File: config.mk
export PLATFORM = sky130hd
export DESIGN_NAME = wash_phase_responder
export DESIGN_NICKNAME = d
export VERILOG_FILES = /design/src/rtl/wash_phase_responder_pkg.sv /design/src/rtl/wash_motor_ramp.sv /design/src/rtl/wash_phase_responder.sv
export SDC_FILE = /design/constraint.sdc
export NUM_CORES = 1
export LEC_CHECK = 0
export CORE_UTILIZATION = 59
export CTS_BUF_LIST = sky130_fd_sc_hd__clkbuf_4
export DETAILED_ROUTE_END_ITERATION = 7
export PLACE_DENSITY = 0.82
export SYNTH_ARGS = -nofsm -noshare
export SYNTH_HDL_FRONTEND = slang
export SYNTH_SLANG_ARGS = --single-unit
File: constraint.sdc
create_clock -name clk -period 3 [get_ports clk]
set_input_delay 0.6 -clock clk [delete_from_list [all_inputs] [get_ports clk]]
set_output_delay 0.6 -clock clk [all_outputs]
set_load 0.01 [all_outputs]
File: src/rtl/wash_phase_responder_pkg.sv
// Shared definitions for the washing-machine mode controller and its plant-side responder.
// Mode/speed codes and the legal mode-transition rule live here so both ends agree.
package wash_phase_responder_pkg;

  typedef enum logic [2:0] {
    MODE_STANDBY = 3'd0,
    MODE_FILL    = 3'd1,
    MODE_RINSE   = 3'd2,
    MODE_WASH    = 3'd3,
    MODE_SPIN    = 3'd4
  } mode_e;

  typedef enum logic [1:0] {
    SPD_OFF     = 2'd0,
    SPD_AGITATE = 2'd1,
    SPD_MEDIUM  = 2'd2,
    SPD_SPIN    = 2'd3
  } motor_spd_e;

  localparam logic [2:0] MODE_LAST = 3'd4;

  // Holding a mode or aborting to Standby is always allowed; otherwise only the wash cycle order.
  function automatic logic mode_legal(input logic [2:0] cur_mode, input logic [2:0] nxt_mode);
    logic ok;
    ok = 1'b0;
    if (nxt_mode <= MODE_LAST) begin
      if ((nxt_mode == cur_mode) || (nxt_mode == MODE_STANDBY)) begin
        ok = 1'b1;
      end else begin
        case (cur_mode)
          MODE_STANDBY: ok = (nxt_mode == MODE_FILL);
          MODE_FILL:    ok = (nxt_mode == MODE_WASH);
          MODE_WASH:    ok = (nxt_mode == MODE_RINSE);
          MODE_RINSE:   ok = (nxt_mode == MODE_SPIN);
          default:      ok = 1'b0;
        endcase
      end
    end
    return ok;
  endfunction

endpackage

File: src/rtl/wash_motor_ramp.sv
// Motor speed slewer: moves the current speed one step toward the target every RAMP_CYC cycles.
// clr_i restarts the step interval from the present speed without changing it.
module wash_motor_ramp
  import wash_phase_responder_pkg::*;
#(
  parameter int RAMP_CYC = 2
) (
  input  logic       clk,
  input  logic       rst_n,
  input  logic       clr_i,
  input  logic [1:0] target_i,
  output logic [1:0] spd_o,
  output logic [1:0] spd_next_o,
  output logic       busy_o
);

  localparam int CW = (RAMP_CYC > 1) ? $clog2(RAMP_CYC) : 1;
  localparam logic [CW-1:0] CNT_LAST = CW'(RAMP_CYC - 1);

  logic [CW-1:0] cnt_q, cnt_d;
  logic [1:0]    spd_q, spd_d;

  always_comb begin
    cnt_d = cnt_q;
    spd_d = spd_q;
    if (clr_i || (spd_q == target_i)) begin
      cnt_d = '0;
    end else if (cnt_q == CNT_LAST) begin
      cnt_d = '0;
      spd_d = (target_i > spd_q) ? spd_q + 2'd1 : spd_q - 2'd1;
    end else begin
      cnt_d = cnt_q + 1'b1;
    end
  end

  always_ff @(posedge clk or negedge rst_n) begin
    if (!rst_n) begin
      cnt_q <= '0;
      spd_q <= SPD_OFF;
    end else begin
      cnt_q <= cnt_d;
      spd_q <= spd_d;
    end
  end

  assign spd_o      = spd_q;
  assign spd_next_o = spd_d;
  assign busy_o     = (spd_q != target_i);

endmodule

File: src/rtl/wash_phase_responder.sv
// Plant-side responder: drives valve, drain, motor and door lock from the controller's mode,
// times each phase, pulses phase_done once per phase entry and latches illegal sequences.
module wash_phase_responder
  import wash_phase_responder_pkg::*;
#(
  parameter int FILL_MAX  = 8,
  parameter int WASH_CYC  = 12,
  parameter int RINSE_CYC = 10,
  parameter int SPIN_CYC  = 6,
  parameter int RAMP_CYC  = 2,
  parameter int TW        = 8
) (
  input  logic       clk,
  input  logic       rst_n,
  input  logic [2:0] mode,
  input  logic       water_full,
  input  logic       door_closed,
  output logic       valve_on,
  output logic       drain_on,
  output logic [1:0] motor_spd,
  output logic       door_lock,
  output logic       phase_done,
  output logic       seq_err
);

  logic [2:0]    mode_q;
  logic [TW-1:0] timer_q, timer_d, timer_inc;
  logic          done_seen_q, done_seen_d;
  logic          safe_q, safe_d;
  logic          seq_err_q, seq_err_d;
  logic          paused_q, paused_d;
  logic          valve_q, valve_d;
  logic          drain_q, drain_d;
  logic          lock_q, lock_d;
  logic          done_q, done_d;

  logic          changed, illegal, ramp_clr, ramp_busy, at_speed;
  logic          run, done_cond, valve_phase, drain_phase;
  logic [1:0]    spd_target, spd_cur, spd_next;

  // Everything is decided from the incoming mode so the actuators follow one cycle after a change.
  always_comb begin
    changed    = (mode != mode_q);
    illegal    = !mode_legal(mode_q, mode);
    seq_err_d  = seq_err_q | illegal;
    safe_d     = illegal | (safe_q & (mode != MODE_STANDBY));
    paused_d   = (mode != MODE_STANDBY) & !door_closed;
    ramp_clr   = changed | (paused_d != paused_q);
    spd_target = SPD_OFF;
    if (!safe_d && !paused_d) begin
      case (mode)
        MODE_WASH:  spd_target = SPD_AGITATE;
        MODE_RINSE: spd_target = SPD_AGITATE;
        MODE_SPIN:  spd_target = SPD_SPIN;
        default:    spd_target = SPD_OFF;
      endcase
    end
  end

  wash_motor_ramp #(
    .RAMP_CYC (RAMP_CYC)
  ) u_ramp (
    .clk        (clk),
    .rst_n      (rst_n),
    .clr_i      (ramp_clr),
    .target_i   (spd_target),
    .spd_o      (spd_cur),
    .spd_next_o (spd_next),
    .busy_o     (ramp_busy)
  );

  always_comb begin
    timer_inc   = (timer_q == {TW{1'b1}}) ? timer_q : timer_q + 1'b1;
    at_speed    = (spd_cur == SPD_SPIN) && !ramp_busy;
    run         = 1'b0;
    done_cond   = 1'b0;
    valve_phase = 1'b0;
    drain_phase = 1'b0;
    case (mode)
      MODE_FILL: begin
        run         = 1'b1;
        valve_phase = 1'b1;
        done_cond   = water_full || (timer_inc == TW'(FILL_MAX));
      end
      MODE_WASH: begin
        run       = 1'b1;
        done_cond = (timer_inc == TW'(WASH_CYC));
      end
      MODE_RINSE: begin
        run         = 1'b1;
        drain_phase = 1'b1;
        done_cond   = (timer_inc == TW'(RINSE_CYC));
      end
      MODE_SPIN: begin
        // Spin time only counts once the drum is actually at full speed.
        run         = at_speed;
        drain_phase = 1'b1;
        done_cond   = at_speed && (timer_inc == TW'(SPIN_CYC));
      end
      default: ;
    endcase

    if (changed) begin
      timer_d = '0;
    end else if (run && !paused_d && !safe_d) begin
      timer_d = timer_inc;
    end else begin
      timer_d = timer_q;
    end

    done_d      = done_cond && !changed && !safe_d && !paused_d && !done_seen_q;
    done_seen_d = !changed && (done_seen_q || done_d);
    valve_d     = valve_phase && !safe_d && !paused_d && !done_seen_d;
    drain_d     = drain_phase || safe_d;
  end

  assign lock_d = (mode != MODE_STANDBY) || (spd_next != SPD_OFF);

  always_ff @(posedge clk or negedge rst_n) begin
    if (!rst_n) begin
      mode_q      <= MODE_STANDBY;
      timer_q     <= '0;
      done_seen_q <= 1'b0;
      safe_q      <= 1'b0;
      seq_err_q   <= 1'b0;
      paused_q    <= 1'b0;
      valve_q     <= 1'b0;
      drain_q     <= 1'b0;
      lock_q      <= 1'b0;
      done_q      <= 1'b0;
    end else begin
      mode_q      <= mode;
      timer_q     <= timer_d;
      done_seen_q <= done_seen_d;
      safe_q      <= safe_d;
      seq_err_q   <= seq_err_d;
      paused_q    <= paused_d;
      valve_q     <= valve_d;
      drain_q     <= drain_d;
      lock_q      <= lock_d;
      done_q      <= done_d;
    end
  end

  assign valve_on   = valve_q;
  assign drain_on   = drain_q;
  assign motor_spd  = spd_cur;
  assign door_lock  = lock_q;
  assign phase_done = done_q;
  assign seq_err    = seq_err_q;

endmodule

# ---- Word level (Yosys, flattened, before mapping)
# Cells that the tools add are included.
dict set report classes {
  addsub 4
  multipliers 0
  n_div 0
  magnitude_cmp 2
  n_eq_ne 18
  n_shift 0
  mux 17
  n_bitwise 5
  reduce_logical 35
}
# cell n
set op_table {}
lappend op_table {{8-bit by 4-bit == test with 1-bit output (second input constant)} 3}
lappend op_table {{8-bit two-way mux} 3}
lappend op_table {{1-bit logical AND} 13}
lappend op_table {{3-bit by 2-bit == test with 1-bit output (second input constant)} 4}
lappend op_table {{8-bit by 1-bit adder with 8-bit output (second input constant)} 1}
lappend op_table {{8-bit by 3-bit == test with 1-bit output (second input constant)} 1}
lappend op_table {{8-bit == test (second input constant)} 1}
lappend op_table {{1-bit logical NOT} 8}
lappend op_table {{2-bit two-way mux} 4}
lappend op_table {{1-bit one-hot mux with 4 select lines} 2}
lappend op_table {{3-bit by 1-bit == test with 1-bit output (second input constant)} 2}
lappend op_table {{3-bit logical NOT} 2}
lappend op_table {{1-bit logical OR} 6}
lappend op_table {{1-bit two-way mux} 6}
lappend op_table {{2-bit one-hot mux with 2 select lines} 1}
lappend op_table {{2-bit nonzero test} 2}
lappend op_table {{2-bit OR reduction} 2}
lappend op_table {{3-bit == test} 1}
lappend op_table {{3-bit == test (second input constant)} 1}
lappend op_table {{3-bit <= comparator (second input constant)} 1}
lappend op_table {{3-bit != test} 1}
lappend op_table {{1-bit bitwise OR} 3}
lappend op_table {{3-bit nonzero test} 1}
lappend op_table {{3-bit OR reduction} 1}
lappend op_table {{10 further kinds} 11}
dict set report word_totals {
  register_bits 22
  latch_bits 0
  mem_bits_rw 0
  rom_bits 0
  input_bits 7
  output_inout_bits 7
  word_cells 93
  mem_count 0
}

# ---- Logic depth before layout (Yosys ltp)
dict set report logic_depth {
  word_depth 22
  mapped_depth 13
  ltp_nobuf 11
}

# ---- Hierarchy
# A second synthesis with hierarchy kept.
dict set report unflattened {
  hier_cells 165
  hier_area_um2 1438.9
}
# module instances cells_each area_each_um2
set by_module_without_submodules {}
lappend by_module_without_submodules {wash_phase_responder 1 148 1265.0}
lappend by_module_without_submodules {wash_motor_ramp 1 17 173.9}

# ---- Least setup slack after synthesis
# No wires, ideal clock.
dict set report synth_timing {
  path_kind {in2reg}
  from {input port mode[1]}
  to {register valve_q, in the netlist valve_on}
  setup_ps 127
  t_arrival_ps 2830
  required_ps 2873
  setup_slack_ps 43
  stages 12
  cell_sequence {buf_6 or2_1 nor4_1 o32a_2 o21ai_0 ha_1 and4_1 a21bo_1 a2111oi_0 nand4_1 nand3_2 a211oi_1}
}
dict set report synth_via {
  elab_chain_cells 22
  elab_cells_between_ends 40
  classes_between {order compare (1); eq/ne (7); mux (7); bitwise (3); reduce/logical (22)}
}
# item line
set synth_rtl {}
lappend synth_rtl {{start, declared} wash_phase_responder.sv:15} ;# input logic [2:0] mode,
lappend synth_rtl {{3-bit == test, or another cell as far along} {wash_phase_responder_pkg.sv:34, wash_phase_responder.sv:51, wash_phase_responder.sv:79}}
lappend synth_rtl {{1-bit one-hot mux with 4 select lines or 1-bit logical OR (tied branches)} {wash_phase_responder_pkg.sv:30, wash_phase_responder_pkg.sv:27}}
lappend synth_rtl {{1-bit two-way mux} wash_phase_responder_pkg.sv:27} ;# if ((nxt_mode == cur_mode) || (nxt_mode == MODE_STANDBY)) begin
lappend synth_rtl {{1-bit two-way mux} wash_phase_responder_pkg.sv:26} ;# if (nxt_mode <= MODE_LAST) begin
lappend synth_rtl {{1-bit logical NOT} wash_phase_responder.sv:44} ;# illegal = !mode_legal(mode_q, mode);
lappend synth_rtl {{1-bit bitwise OR} wash_phase_responder.sv:46} ;# safe_d = illegal | (safe_q & (mode != MODE_STANDBY));
lappend synth_rtl {{1-bit logical NOT} {wash_phase_responder.sv:50, wash_phase_responder.sv:111, wash_phase_responder.sv:113}}
lappend synth_rtl {{1-bit logical AND} wash_phase_responder.sv:50} ;# if (!safe_d && !paused_d) begin
lappend synth_rtl {{(+4 left out)} --}
lappend synth_rtl {{1-bit logical AND} wash_phase_responder.sv:98} ;# done_cond = at_speed && (timer_inc == TW'(SPIN_CYC));
lappend synth_rtl {{1-bit one-hot mux with 4 select lines} wash_phase_responder.sv:79} ;# case (mode)
lappend synth_rtl {{1-bit logical AND (4 in a row)} wash_phase_responder.sv:111} ;# done_d = done_cond && !changed && !safe_d && !paused_d && !done_seen_q;
lappend synth_rtl {{1-bit logical OR} wash_phase_responder.sv:112} ;# done_seen_d = !changed && (done_seen_q || done_d);
lappend synth_rtl {{1-bit logical AND} wash_phase_responder.sv:112}
lappend synth_rtl {{1-bit logical NOT} wash_phase_responder.sv:113} ;# valve_d = valve_phase && !safe_d && !paused_d && !done_seen_d;
lappend synth_rtl {{1-bit logical AND *} wash_phase_responder.sv:113}
lappend synth_rtl {{named net valve_d} wash_phase_responder.sv:32} ;# logic valve_q, valve_d;
lappend synth_rtl {{end signal, assigned} wash_phase_responder.sv:138} ;# valve_q <= valve_d;
lappend synth_rtl {{end, declared} wash_phase_responder.sv:32}
# Mark *: on every way through the listed nets, which the timed path passes. The rest lies on a longest branch.
# A chain may end at the register's enable or synchronous reset.

# ---- Worst setup path in the final report
dict set report layout_timing {
  from {input port door_closed}
  to {register valve_q, in the netlist valve_on}
}
dict set report layout_via {
  elab_chain_cells 18
  elab_cells_between_ends 19
  classes_between {eq/ne (1); mux (2); bitwise (1); reduce/logical (15)}
}
# item line
set layout_rtl {}
lappend layout_rtl {{start, declared} wash_phase_responder.sv:17} ;# input logic door_closed,
lappend layout_rtl {{1-bit logical NOT *} wash_phase_responder.sv:47} ;# paused_d = (mode != MODE_STANDBY) & !door_closed;
lappend layout_rtl {{1-bit bitwise AND *} wash_phase_responder.sv:47}
lappend layout_rtl {{1-bit logical NOT *} {wash_phase_responder.sv:50, wash_phase_responder.sv:111, wash_phase_responder.sv:113}}
lappend layout_rtl {{1-bit logical AND} wash_phase_responder.sv:50}
lappend layout_rtl {{2-bit two-way mux} wash_phase_responder.sv:50}
lappend layout_rtl {{2-bit != test} wash_motor_ramp.sv:48} ;# assign busy_o = (spd_q != target_i);
lappend layout_rtl {{1-bit logical NOT} wash_phase_responder.sv:74} ;# at_speed = (spd_cur == SPD_SPIN) && !ramp_busy;
lappend layout_rtl {{1-bit logical AND} wash_phase_responder.sv:74}
lappend layout_rtl {{1-bit logical AND} wash_phase_responder.sv:98}
lappend layout_rtl {{1-bit one-hot mux with 4 select lines} wash_phase_responder.sv:79}
lappend layout_rtl {{1-bit logical AND (4 in a row)} wash_phase_responder.sv:111}
lappend layout_rtl {{1-bit logical OR} wash_phase_responder.sv:112}
lappend layout_rtl {{1-bit logical AND} wash_phase_responder.sv:112}
lappend layout_rtl {{1-bit logical NOT} wash_phase_responder.sv:113}
lappend layout_rtl {{1-bit logical AND *} wash_phase_responder.sv:113}
lappend layout_rtl {{named net valve_d} wash_phase_responder.sv:32}
# Marked as above.

==> impl_results.md <==
* Outcome: complete, no violations
* Final setup vio count at 0
* Flip-flop and latch count after synthesis at 22
* Startpoint-to-endpoint class of the critical path: input port to flip-flop
* Final-layout setup total negative slack at 0 ns
* Worst setup EP type: flip-flop
* Number of vias after detailed routing at 1326
* Critical path data required time at 3.20 ns
* DRT antenna net count at 0
* Net count reported at finish at 194
* Share of layout cells above drive strength 1 at 21.3%
* Top FF cell, synth: dfrtp_1
* Transition time at the pin with the least slew margin at 0.572 ns
* Longest Clk Path Bufs at 2
* Distinct cell type count after synthesis at 45
* Final RePlAce weighted congestion at 0.936
* Area delta synth->final at 22.9%
* Clock root buffer: clkbuf_4
* Period minus WS final at 2.87 ns
* Worst-case clock skew at 0.00166 ns
* Max Cap Violations at 0
* Startpoint kind of the worst setup timing path: input port
* Horizontal extent of the die at 51.2 um
* Final clock period utilization by the worst path at 95.6%
* Arrival time worst endpoint at 3.07 ns
* Commonest non-fill, non-tap cell in the layout: dfrtp_1
* Insertion delay to the later sink of the worst-skew pair at 0.31 ns
* HP Class: flip-flop to flip-flop
* Count of TritonRoute iterations in the first routing pass at 4
* Initial antenna violation count at 0
* Via density at 6.28
* Worst-case hold slack at 0.436 ns
* Register area at 551 um^2
* Total count of hold-check failures in the final report at 0
* Number of buffer cells added on primary ports at 13
* Diodes inserted at 0
* Final wirelength at 3390 um
* Cell area after technology mapping at 1430 um^2
* Overall die area at 2620 um^2
* Final number of max-transition violations at 0
* Iteration-0 DRC Markers at 43
* Power per cell area at 372 nW/um^2
* Average wire per standard cell at 16.1 um
* Depth of the CTS H-tree at 1
* Chip height at 51.2 um
* Number of clock sinks at 22
* Fin worst setup slack at 0.131 ns
* Critical-path maximum fanout at 3
* CTS tree: built
* Number of buffers and inverters on the critical path at 1
* Count of synthesis-stage warnings from yosys at 0
* Number of ports placed on the die boundary at 14
* Clock transition at the registers of the reported paths at 0.11 ns
* Most used cells in the layout excluding fill and tap cells: 22 x dfrtp_1, 19 x buf_4, 13 x xnor2_1
* Slew margin rel. at 60.9%
* Total grt overflow at 0
* Floorplan row count at 17
* Number of buffers created by CTS at 3
* Overall track demand over capacity in global routing at 27.5%
* Maximum number of pins on one net before global-route repair at 23
* Finished Core Util at 77.8%
* Fmax at 349 MHz
* Multi-input gate area at 862 um^2
* Largest delay share family, worst path: compound AO/OA/AOI/OAI gates
* # fillers at 153
* Post-Synthesis Mean Instance Area at 9.09 um^2
* Post-synthesis net count at 167
* Instance count of the mapped netlist at 157
* Post-synthesis sequential area ratio at 38.6%
* Number of flops mapped to enable cells by yosys at 0
* Initial core utilization at 63.3%
* Leakage power total at 0.730 nW
* Worst supply voltage drop on vdd at 0.000347 V
* Highest cell delay on the worst timing path at 0.53 ns
* Core Region at 2250 um^2
* Share of async-settable or async-resettable flops after synthesis at 100%
* Via count of the first global-routing pass at 1258
* Wire length of the first global-routing pass at 5320 um
* CP Cell Sequence: clkdlybuf4s50_1 > nand2b_4 > a21oi_1 > o32a_2 > o21ai_0 > ha_1 > and4_4 > a21bo_1 > a2111oi_2 > nand4_1 > nand3_2 > a211oi_1
* Cell type of the slowest stage on the worst timing path: clkdlybuf4s50_1
* Post-placement setup slack at -0.595 ns
* DRC violations left at 0
* Detailed placer's ending HPWL at 2480 um
## cell usage after synthesis (all sizes together) (3+ instances only)
master | n | area share [%]
and4 | 3 | 1.8
ha | 3 | 2.6
xnor2 | 13 | 8.0
dfrtp | 22 | 39
o21ai | 6 | 2.1
clkbuf | 5 | 1.4
nor2b | 4 | 1.8
and3 | 6 | 2.6
or3 | 4 | 2.1
inv | 4 | 1.1
or2 | 3 | 1.3
nand2 | 5 | 1.3
nand4 | 7 | 3.1
a31oi | 3 | 1.3
and2 | 6 | 2.6
buf | 5 | 2.4
nor3 | 6 | 2.1
nor2 | 11 | 2.9
a21oi | 10 | 3.5
nand3 | 6 | 2.5
a211oi | 3 | 1.6
## logic make-up (layout without fill, tap and decap cells)
family	count (synthesis)	count (layout)	synth area share [%]
buffers and inverters	14	40	4.82
AND/OR/NAND/NOR	69	69	28.7
XOR/XNOR	14	14	8.59
AO/OA/AOI/OAI	34	34	16.0
adder cells (fa/ha/maj)	3	3	2.63
multiplexers	1	1	0.701
flip-flops	22	22	38.6
## registers in the layout, indices dropped and copies added (netlist names)
register / flops
timer_q: 8
mode_q: 3
u_ramp.spd_o: 2
done_seen_q: 1
door_lock: 1
drain_on: 1
paused_q: 1
phase_done: 1
safe_q: 1
seq_err: 1
u_ramp.cnt_q: 1
valve_on: 1
## metal layers
layer	GRT usage (%)	vias to the layer above	part of all wire [%]
met1	33.4	640	42
li1	-	627	-
met3	5.36	10	4.5
met4	14.4	0	1.5
met5	0	-	0
met2	45.8	49	52
## report_power, final
group	total, mW	internal [mW]	switching (mW)
clock network	0.134	0.0487	0.0854
logic	0.186	0.102	0.0842
registers	0.333	0.310	0.0230
total	0.653	0.461	0.193
## metrics by stage
step / area (um^2) / cells / power (mW)
4_1_cts: 1710 / 210 / 0.647
6_report: 1750 / 211 / 0.653
2_1_floorplan: 1430 / 157 / 0.423
5_1_grt: 1750 / 211 / 0.692
3_3_place_gp: 1670 / 205 / 0.492
3_5_place_dp: 1670 / 205 / 0.505
## layout make-up
cell class | count | area share [%]
multi-input cells | 121 | 49.1
flip-flops and latches | 22 | 31.4
repair buffers | 32 | 15.1
well taps | 28 | 2.00
clock buffers | 3 | 1.28
inverters | 4 | 0.856
clock inverters | 1 | 0.214
## repair_timing
action	4_1_cts	5_1_grt
setup buffers	1	1
pin swaps	6	5
resized for setup	6	14
cloned	0	0
hold buffers	0	0
endpoints found under the setup margin	11	11
## worst paths after layout
| kind | end | start | slack [ns] | cells past startpoint |
|---|---|---|---|---|
| min reg2reg | u_ramp.cnt_q$_DFF_PN0_ | u_ramp.cnt_q$_DFF_PN0_ | 0.44 | 1 |
| max reg2reg | valve_on$_DFF_PN0_ | mode_q[2]$_DFF_PN0_ | 0.19 | 11 |
| min in group asynchronous | u_ramp.spd_o[1]$_DFF_PN0_ | rst_n | 0.64 | 2 |
| min | u_ramp.cnt_q$_DFF_PN0_ | u_ramp.cnt_q$_DFF_PN0_ | 0.44 | 1 |
| max in group asynchronous | mode_q[1]$_DFF_PN0_ | rst_n | 2.14 | 2 |
| max | valve_on$_DFF_PN0_ | door_closed | 0.13 | 12 |
Power figures use the tool's default switching activity.
